### config.mk
export PLATFORM = sky130hd
export DESIGN_NAME = uart_tx_fifo
export DESIGN_NICKNAME = d
export VERILOG_FILES = /design/src/rtl/utxf_pkg.sv /design/src/rtl/utxf_ram.sv /design/src/rtl/uart_tx_fifo.sv
export SDC_FILE = /design/constraint.sdc
export NUM_CORES = 1
export LEC_CHECK = 0
export BUFFER_PORTS_ARGS = -buffer_cell sky130_fd_sc_hd__buf_2
export CAP_MARGIN = 20
export CELL_PAD_IN_SITES_DETAIL_PLACEMENT = 1
export CELL_PAD_IN_SITES_GLOBAL_PLACEMENT = 2
export CORE_MARGIN = 2
export CORE_UTILIZATION = 40
export CTS_CLUSTER_DIAMETER = 100
export DETAILED_ROUTE_END_ITERATION = 6
export PLACE_DENSITY = 0.85
export SYNTH_ARGS = -nofsm -noshare
export SYNTH_HDL_FRONTEND = slang
export SYNTH_SLANG_ARGS = --single-unit
### constraint.sdc
create_clock -name clk -period 2.85 [get_ports clk]
set_input_delay 0.285 -clock clk [delete_from_list [all_inputs] [get_ports clk]]
set_output_delay 0.285 -clock clk [all_outputs]
set_load 0.02 [all_outputs]
### src/rtl/utxf_pkg.sv
// Shared types and constants for the UART transmit byte FIFO.
package utxf_pkg;

  typedef logic [7:0] byte_t;

  localparam byte_t SYNC_BYTE_DEFAULT = 8'hA5;

  typedef enum logic {
    SYNC = 1'b0,
    DATA = 1'b1
  } out_state_e;

endpackage

### src/rtl/utxf_ram.sv
// Register-array storage for uart_tx_fifo: one synchronous write port and one asynchronous read port.
module utxf_ram
  import utxf_pkg::*;
#(
  parameter int WIDTH = 8,
  parameter int DEPTH = 16,
  localparam int AW = $clog2(DEPTH)
) (
  input  logic             clk,
  input  logic             i_wr_en,
  input  logic [AW-1:0]    i_wr_addr,
  input  logic [WIDTH-1:0] i_wr_data,
  input  logic [AW-1:0]    i_rd_addr,
  output logic [WIDTH-1:0] o_rd_data
);

  // Contents need no reset; the level counter in the top decides what is valid.
  logic [WIDTH-1:0] r_mem [DEPTH];

  always_ff @(posedge clk) begin
    if (i_wr_en) begin
      r_mem[i_wr_addr] <= i_wr_data;
    end
  end

  assign o_rd_data = r_mem[i_rd_addr];

endmodule

### src/rtl/uart_tx_fifo.sv
// First-word fall-through byte FIFO feeding the UART transmitter, with saturating overflow counter.
// Define UTXF_SYNC_EN to insert SYNC_BYTE before every FRAME_LEN payload bytes.
//
// state | meaning
// SYNC  | presenting SYNC_BYTE; storage untouched by its handshake
// DATA  | presenting buffered payload; pay_cnt counts popped bytes
module uart_tx_fifo
  import utxf_pkg::*;
#(
  parameter int               WIDTH     = 8,
  parameter int               DEPTH     = 16,
  parameter int               FRAME_LEN = 64,
  parameter logic [WIDTH-1:0] SYNC_BYTE = WIDTH'(SYNC_BYTE_DEFAULT)
) (
  input  logic                   clk,
  input  logic                   rst_n,
  input  logic [WIDTH-1:0]       in_data,
  input  logic                   in_valid,
  output logic [WIDTH-1:0]       out_data,
  output logic                   out_valid,
  input  logic                   out_ready,
  output logic [$clog2(DEPTH):0] level,
  output logic                   full,
  output logic                   empty,
  output logic [15:0]            drop_count,
  input  logic                   clr_drops
);

  localparam int AW = $clog2(DEPTH);
  localparam int LW = AW + 1;
  localparam logic [LW-1:0] LVL_FULL = LW'(DEPTH);

  if (DEPTH < 2 || (DEPTH & (DEPTH - 1)) != 0) begin : g_bad_depth
    $error("uart_tx_fifo: DEPTH must be a power of 2 and at least 2");
  end
  if (FRAME_LEN < 1 || FRAME_LEN > 65535) begin : g_bad_frame
    $error("uart_tx_fifo: FRAME_LEN must be in 1..65535");
  end

  logic [AW-1:0]    r_wr_ptr;
  logic [AW-1:0]    r_rd_ptr;
  logic [LW-1:0]    r_level;
  logic [15:0]      r_drop_count;
  logic             w_push;
  logic             w_drop;
  logic             w_pop;
  logic             w_payload_valid;
  logic [WIDTH-1:0] w_rd_data;

  assign full            = (r_level == LVL_FULL);
  assign empty           = (r_level == '0);
  assign level           = r_level;
  assign drop_count      = r_drop_count;
  assign w_payload_valid = !empty;
  // full is registered, so a simultaneous pop never rescues an incoming byte
  assign w_push          = in_valid && !full;
  assign w_drop          = in_valid && full;

  utxf_ram #(
    .WIDTH (WIDTH),
    .DEPTH (DEPTH)
  ) u_ram (
    .clk       (clk),
    .i_wr_en   (w_push),
    .i_wr_addr (r_wr_ptr),
    .i_wr_data (in_data),
    .i_rd_addr (r_rd_ptr),
    .o_rd_data (w_rd_data)
  );

`ifdef UTXF_SYNC_EN
  out_state_e r_state;
  out_state_e w_state_nxt;
  logic [15:0] r_pay_cnt;
  logic [15:0] w_pay_cnt_nxt;

  always_ff @(posedge clk or negedge rst_n) begin
    if (!rst_n) begin
      r_state   <= SYNC;
      r_pay_cnt <= '0;
    end else begin
      r_state   <= w_state_nxt;
      r_pay_cnt <= w_pay_cnt_nxt;
    end
  end

  always_comb begin
    w_state_nxt   = r_state;
    w_pay_cnt_nxt = r_pay_cnt;
    out_valid     = w_payload_valid;
    out_data      = w_payload_valid ? w_rd_data : '0;
    w_pop         = 1'b0;
    case (r_state)
      SYNC: begin
        out_valid = 1'b1;
        out_data  = SYNC_BYTE;
        if (out_ready) begin
          w_state_nxt   = DATA;
          w_pay_cnt_nxt = '0;
        end
      end
      DATA: begin
        if (w_payload_valid && out_ready) begin
          w_pop         = 1'b1;
          w_pay_cnt_nxt = r_pay_cnt + 16'd1;
          if (w_pay_cnt_nxt == 16'(FRAME_LEN)) begin
            w_state_nxt = SYNC;
          end
        end
      end
      default: w_state_nxt = SYNC;
    endcase
  end
`else
  assign out_valid = w_payload_valid;
  assign out_data  = w_payload_valid ? w_rd_data : '0;
  assign w_pop     = w_payload_valid && out_ready;
`endif

  always_ff @(posedge clk or negedge rst_n) begin
    if (!rst_n) begin
      r_wr_ptr <= '0;
      r_rd_ptr <= '0;
      r_level  <= '0;
    end else begin
      if (w_push) r_wr_ptr <= r_wr_ptr + 1'b1;
      if (w_pop)  r_rd_ptr <= r_rd_ptr + 1'b1;
      case ({w_push, w_pop})
        2'b10:   r_level <= r_level + 1'b1;
        2'b01:   r_level <= r_level - 1'b1;
        default: r_level <= r_level;
      endcase
    end
  end

  // Clear wins over the old value, but an overflow in the same cycle still counts.
  always_ff @(posedge clk or negedge rst_n) begin
    if (!rst_n) begin
      r_drop_count <= '0;
    end else if (clr_drops) begin
      r_drop_count <= w_drop ? 16'd1 : 16'd0;
    end else if (w_drop && r_drop_count != 16'hFFFF) begin
      r_drop_count <= r_drop_count + 16'd1;
    end
  end

endmodule

==> parameters.txt, run 1 <==
Parameter                              Value

Run status
  Status    completed

Power and ir drop
  Net switching power figure    2.44 mW
  Proportion of power drawn by the clock network    0.281
  Leakage power figure    2.79 nW
  Cell Int Power    between 4 and 5 mW
  PD cells    940 mW/mm²
  Worst vdd ir    about 0.00056 V
  Logic pwr share    0.308
  Net Sw Frac    0.331
  Sequential cell fraction of total power    0.410

Clocking
  Number of buffers added by the clock tree synthesis step    17
  Root buf cell    clkbuf_16
  Later-pin clock latency in the skew report    between 0.4 and 0.5 ns
  Post-CTS Setup Bufs    0
  H-Tree Level Count    4
  Longest Clk Path Bufs    2
  Clock edge transition at the registers on the reported setup and hold paths    ~0.070 ns
  TritonCTS clock tree    built
  CTS Sinks    around 160

STA
  Final clock period utilization by the worst path    0.921
  Finish-stage setup viols    0
  Setup Skew    0.00825 ns
  Minimum clock period after layout    2.63 ns
  RSZ-0062 raised after global routing    false
  Post-route setup TNS    0 ns
  Maximum clock frequency    381 MHz
  Worst Max-Slew Pin Slew    0.889 ns
  Tightest slew margin relative to the limit    0.402
  Worst hold margin    0.256 ns
  Slew Viols, Final    0
  Final hold viol count    0

Worst setup path
  Startpoint of the worst setup timing path    r_rd_ptr[0]
  Critical path's largest stage delay    0.59 ns
  CP max-delay cell    dfrtp_4
  Launching point of the worst reg2reg path    level[2]
  Type of the worst setup path    reg2out
  Required time of the critical path    2.57 ns
  Biggest fanout along the worst timing path    19
  Crit start category    register
  Category of the worst setup path capture point    primary output
  Data arrival time of the critical path    2.34 ns
  Cell-by-cell listing of the critical path    buf_12 -> mux4_2 -> mux2i_1 -> o22ai_1 -> buf_2

Floorplan
  Number of primary I/O pins    45
  Area of the placeable core    0.0165 mm²
  Total Die Area    0.0179 mm²
  Overall die width    134 µm
  Vertical die dimension    134 µm
  Number of placement rows    47
  Starting density of the core    0.407

Synthesis
  Share of synthesized area occupied by flip-flops and latches    0.679
  Gate count of the mapped netlist    405
  Per-instance average area after synthesis    16.6 µm²
  EDFF count, synth    between 100 and 150
  Synthesized net count    428
  Post-synth ARST share    0.185
  Ys Warns    0
  Cell area after synthesis    0.00673 mm²
  Dominant register cell in the synthesized netlist    edfxtp_1
  Cell variety after synth    53
  Yosys reg bits    approximately 160

Drt
  Pre-antenna DRT Iters    6
  Routed Wire Length    14600 µm
  Count of unresolved DRC violations after routing    0
  Total number of vias    ~3800
  Detail Route Antenna Nets    0
  Routed length per placed instance    20.8 µm
  Routed via count divided by cell count    around 5.5
  DR iter-0 viols    334

Placement
  Cell Count Post-Placement    between 600 and 700
  Placer congestion estimate    0.731
  Input/output buffers    44
  Detailed-placement wirelength estimate    9750 µm

Finish
  Commonest non-fill, non-tap cell in the layout    edfxtp_1
  Most frequent cells in the layout    128 x edfxtp_1, 44 x buf_2, 32 x mux4_2
  Number of non-filler instances in the completed layout    700
  Final antenna diode count    0
  Nets    490
  Syn-to-layout area delta    16.5%
  Layout cell share with drive strength beyond 1    0.281

GRT
  Global route overflow    0
  Global-route wire length before repair    23700 µm
  Global Route met2 Usage    0.297
  Largest net degree at the start of global routing    36
  Total track usage    0.177
  Initial antenna violation count    0
  Global Route met3 Usage    0.0361
  Vias in the first global route    4239
  Met1 Track Usage GR    0.226
  Top Usage Layer GRT    met2

Hold path
  Worst hold-check path type    in2reg
  Worst Hold Launch    in_data[3]

Job
  Number of max-cap violations    0
==> sequential cells by signal (all words and copies together), names as in the netlist <==
| register | flops |
|---|---|
| u_ram.r_mem | 128 |
| r_wr_ptr | 4 |
| r_rd_ptr | 4 |
| drop_count | 16 |
| level | 5 |
==> path summary, 6_finish.rpt <==
path | to | slack [ns] | cells after the start
max | out_data[6] | 0.22 | 5
min | u_ram.r_mem[12][3] | 0.26 | 1
max reg2reg | level[4] | 0.23 | 10
min reg2reg | r_rd_ptr[2] | 0.52 | 1
max in group asynchronous | r_rd_ptr[0] | 1.86 | 2
min in group asynchronous | level[3] | 0.46 | 2
==> synthesized netlist by cell type (2+ instances only) <==
cell type / instances / area, µm²
a211oi_1: 2 / 15.0
a21oi_1: 11 / 55.1
a311oi_1: 2 / 17.5
and2_1: 2 / 12.5
and3_1: 3 / 18.8
and4_1: 3 / 26.3
buf_1: 3 / 11.3
buf_2: 7 / 35.0
clkbuf_1: 8 / 30.0
dfrtp_1: 29 / 726
edfxtp_1: 128 / 3840
ha_1: 10 / 125
inv_1: 10 / 37.5
mux2_2: 4 / 45.0
mux2i_1: 17 / 170
mux4_2: 32 / 721
nand2_1: 18 / 67.6
nand2b_1: 5 / 31.3
nand3_1: 7 / 35.0
nand4_1: 7 / 43.8
nor2_1: 23 / 86.3
nor2b_1: 5 / 31.3
nor3_1: 6 / 30.0
nor4_1: 5 / 31.3
o211a_1: 2 / 20.0
o21ai_0: 6 / 30.0
o22ai_1: 8 / 50.1
o31ai_1: 4 / 30.0
or4_1: 5 / 37.5
xnor2_1: 7 / 61.3
xor2_1: 4 / 35.0
==> what timing repair did <==
action,CTS,global route
endpoints found under the setup margin,0,2
endpoints found under the hold margin,29,0
resized for setup,0,2
hold buffers,1,0
==> logic make-up (layout without fill, tap and decap cells) <==
family / after synthesis / count (layout) / share of synthesized area
and+or+nand+nor: 96 / 96 / 0.0787
AOI/OAI and AO/OA: 46 / 46 / 0.0463
buffers and inverters: 30 / 105 / 0.0197
xor gates and xnor gates: 11 / 11 / 0.0143
adders and majority gates: 10 / 10 / 0.0186
DFF: 157 / 157 / 0.679
muxes: 55 / 55 / 0.143
==> critical path, delay by kind of cell (launching register included) <==
family          cells  cell delay [ns]
compound gates      1             0.15
buf+inv             2             0.43
flops               1             0.59
mux                 2             0.72
==> metrics by stage <==
stage	total power, mW	area (µm²)	setup slack [ns]	utilization
floorplan	4.62	6740	0.0424	-
global placement	5.27	7290	0.276	0.441
detailed placement	5.37	7290	0.189	0.441
CTS	7.45	7840	0.0993	0.474
global route	7.74	7840	0.0220	0.474
finish	7.37	7840	0.225	0.474
==> layout make-up <==
class / instances / area (µm²)
clock inverters: 13 / 106
repair buffers: 63 / 378
clock buffers: 19 / 433
well taps: 220 / 275
inverters: 10 / 37.5
fillers: 1584 / 8690
multi-input cells: 218 / 2040
flip-flops and latches: 157 / 4570
==> metal layers <==
metal / wire, µm / vias to the layer above
met5: 0 / -
met4: 340 / 0
met3: 453 / 30
met2: 7460 / 84
met1: 6340 / 1963
li1: - / 1741
==> power groups by stage <==
| stage | Sequential (mW) | Clock [mW] | Combinational (mW) |
|---|---|---|---|
| floorplan | 2.96 | 0 | 1.66 |
| global placement | 3.05 | 0 | 2.22 |
| detailed placement | 3.07 | 0 | 2.30 |
| CTS | 3.03 | 2.12 | 2.31 |
| global route | 3.07 | 2.20 | 2.47 |
| finish | 3.03 | 2.07 | 2.27 |
(Power assumes the default switching activity.)
==> inputs of run 2 (changes only) <==
- CAP_MARGIN: 20 -> 10
- CORE_ASPECT_RATIO: default -> 0.6
==> run 2 against run 1 <==
Design area grew 1.3%. Clock power grew 8%. Final cell count grew 1.9%. First-iteration DRC count shrank 7.8%. Sequential power shrank 3%. Flip-flop and latch count is the same. Combinational power grew 4%. Global-route usage grew 0.29 points. Core utilization grew 1.1 points. Worst setup slack gained 0.11 ns. Total power grew 2.6%. Maximum frequency grew 4.2%. Critical endpoint is now level[4]. Largest cell class unchanged.
==> parameters.txt, run 2 (synthesized netlist as in run 1, its figures left out) <==
Parameter                              Value

Run status
  Status    completed

Power and ir drop
  Total design power    7.56 mW
  PD cells    952 mW/mm²
  Worst vdd ir    0.000460 V
  Leakage power figure    2.85 nW

STA
  Setup Skew    0.0126 ns
  Worst Max-Slew Pin Slew    0.844 ns
  Maximum clock frequency    397 MHz
  Final clock period utilization by the worst path    0.884
  Worst hold margin    approximately 0.25 ns
  Post-route setup TNS    0 ns
  RSZ-0062 raised after global routing    false
  Slew Viols, Final    0
  Finish-stage setup viols    0
  Final hold viol count    0
  Minimum clock period after layout    2.52 ns
  Tightest slew margin relative to the limit    0.432

Floorplan
  Number of placement rows    36
  Overall die width    171 µm
  Total Die Area    0.0179 mm²
  Vertical die dimension    about 100 µm
  Area of the placeable core    0.0164 mm²
  Starting density of the core    0.411
  Number of primary I/O pins    45

Worst setup path
  R2r worst-path depth    10
  Total stage count of the critical path    10
  Type of the worst setup path    reg2reg
  Cell family contributing the most delay on the critical path    compound AO/OA/AOI/OAI gates
  CP max-delay cell    nor4_2
  Buffer and inverter count on the worst path    1
  Critical path destination    level[4]
  Crit start category    register
  Worst reg-to-reg setup slack    0.33 ns
  Required time of the critical path    3.19 ns
  Data arrival time of the critical path    approximately 2.9 ns
  Critical path's largest stage delay    0.41 ns
  Startpoint of the worst setup timing path    level[2]
  Cell-by-cell listing of the critical path    nor4_2 -> a21oi_2 -> inv_1 -> ha_1 -> xor2_1 -> ha_1 -> o211a_1 -> nor3_1 -> a2111oi_2 -> xnor2_1
  Biggest fanout along the worst timing path    8
  Endpoint of the worst-slack reg-to-reg timing path    level[4]
  Launching point of the worst reg2reg path    level[2]
  Library cell appearing most often on the critical path    ha_1
  Category of the worst setup path capture point    register

Finish
  Area used by multi-input combinational logic    0.00204 mm²
  Layout cell share with drive strength beyond 1    0.295
  Commonest non-fill, non-tap cell in the layout    edfxtp_1
  Filler cells    approximately 1600
  Most flops, register    u_ram.r_mem
  Sequential cell area    0.00457 mm²
  Final antenna diode count    0
  Nets    around 500
  Most frequent cells in the layout    128 x edfxtp_1, 44 x buf_2, 32 x mux4_2
  Syn-to-layout area delta    18.0%
  Max FFs per register    128

Hold path
  Worst hold-check path type    in2reg

Clocking
  Number of buffers added by the clock tree synthesis step    17
  CTS Sinks    around 160
  Post-CTS Setup Bufs    0
  Clock edge transition at the registers on the reported setup and hold paths    0.07 ns
  Root buf cell    clkbuf_16
  H-Tree Level Count    4
  Longest Clk Path Bufs    2
  TritonCTS clock tree    built
  Later-pin clock latency in the skew report    0.43 ns

Drt
  Detail Route Antenna Nets    0
  Pre-antenna DRT Iters    4
  Total number of vias    3883
  DR iter-0 viols    308
  Routed Wire Length    15000 µm
  Routed via count divided by cell count    5.45
  Count of unresolved DRC violations after routing    0
  Routed length per placed instance    21.0 µm

Placement
  Detailed-placement wirelength estimate    between 10000 and 15000 µm
  Input/output buffers    44
  Placer congestion estimate    0.750

Job
  Number of max-cap violations    0

GRT
  Total track usage    0.180
  Largest net degree at the start of global routing    36
  Vias in the first global route    about 4000
  Global route overflow    0
  Global-route wire length before repair    23400 µm
  Initial antenna violation count    0
==> run 2: cell count changes in the layout (fill, tap and decap cells not counted) <==
cell | before | now
buf_4 | 17 | 23
bufinv_16 | 0 | 2
clkbuf_1 | 2 | 0
a2111oi_1 | 1 | 0
a2111oi_2 | 0 | 1
clkinvlp_4 | 4 | 3
dfrtp_2 | 0 | 1
dfrtp_4 | 1 | 0
inv_6 | 4 | 5
inv_8 | 2 | 1
==> run 2: worst min path at each step <==
stage	start	endpoint	slack (ns)	cells after the start
final	in_data[2]	u_ram.r_mem[13][2]	0.25	1
after CTS	in_data[3]	u_ram.r_mem[12][3]	0.23	1
after global placement	rst_n	r_wr_ptr[0]	0.38	1
after floorplan	rst_n	drop_count[0]	-0.01	0
after detailed placement	rst_n	level[4]	0.39	1
after global routing	in_data[2]	u_ram.r_mem[12][2]	0.24	1
==> run 2: layer usage <==
| metal | vias up | track usage | wire, µm |
|---|---|---|---|
| met5 | - | 0 | 0 |
| met4 | 0 | 0.0569 | 144 |
| met3 | 17 | 0.0400 | 765 |
| met2 | 75 | 0.268 | 6980 |
| met1 | 2046 | 0.264 | 7100 |
| li1 | 1745 | - | - |
==> run 2: power by group <==
group          total, mW  leakage [nW]  switching, mW  internal, mW
Clock               2.24         0.279          0.939          1.30
Combinational       2.37          1.04           1.35          1.03
Sequential          2.95          1.53          0.173          2.77
==> run 2: final cells by class <==
cell class,count,share of cell area
clock buffer,17,0.0536
inverter,10,0.00473
clock inverter,14,0.0197
sequential,157,0.576
tap,228,0.0359
timing repair buffer,69,0.0533
multi-input combinational,218,0.257
==> run 2: repair_timing <==
action	in CTS	in global routing
gates resized for setup	0	2
setup endpoints to repair	0	1
hold buffers	1	0
endpoints found under the hold margin	29	0
==> run 2: through the flow <==
stage                     setup WS (ns)   util  cells  cell area (µm²)
final                             0.330  0.486    713             7940
after detailed placement          0.146  0.449    681             7340
after global placement            0.190  0.449    681             7340
after floorplan                  0.0424      -    405             6740
after CTS                         0.139  0.485    713             7930
after global routing             0.0165  0.486    713             7940
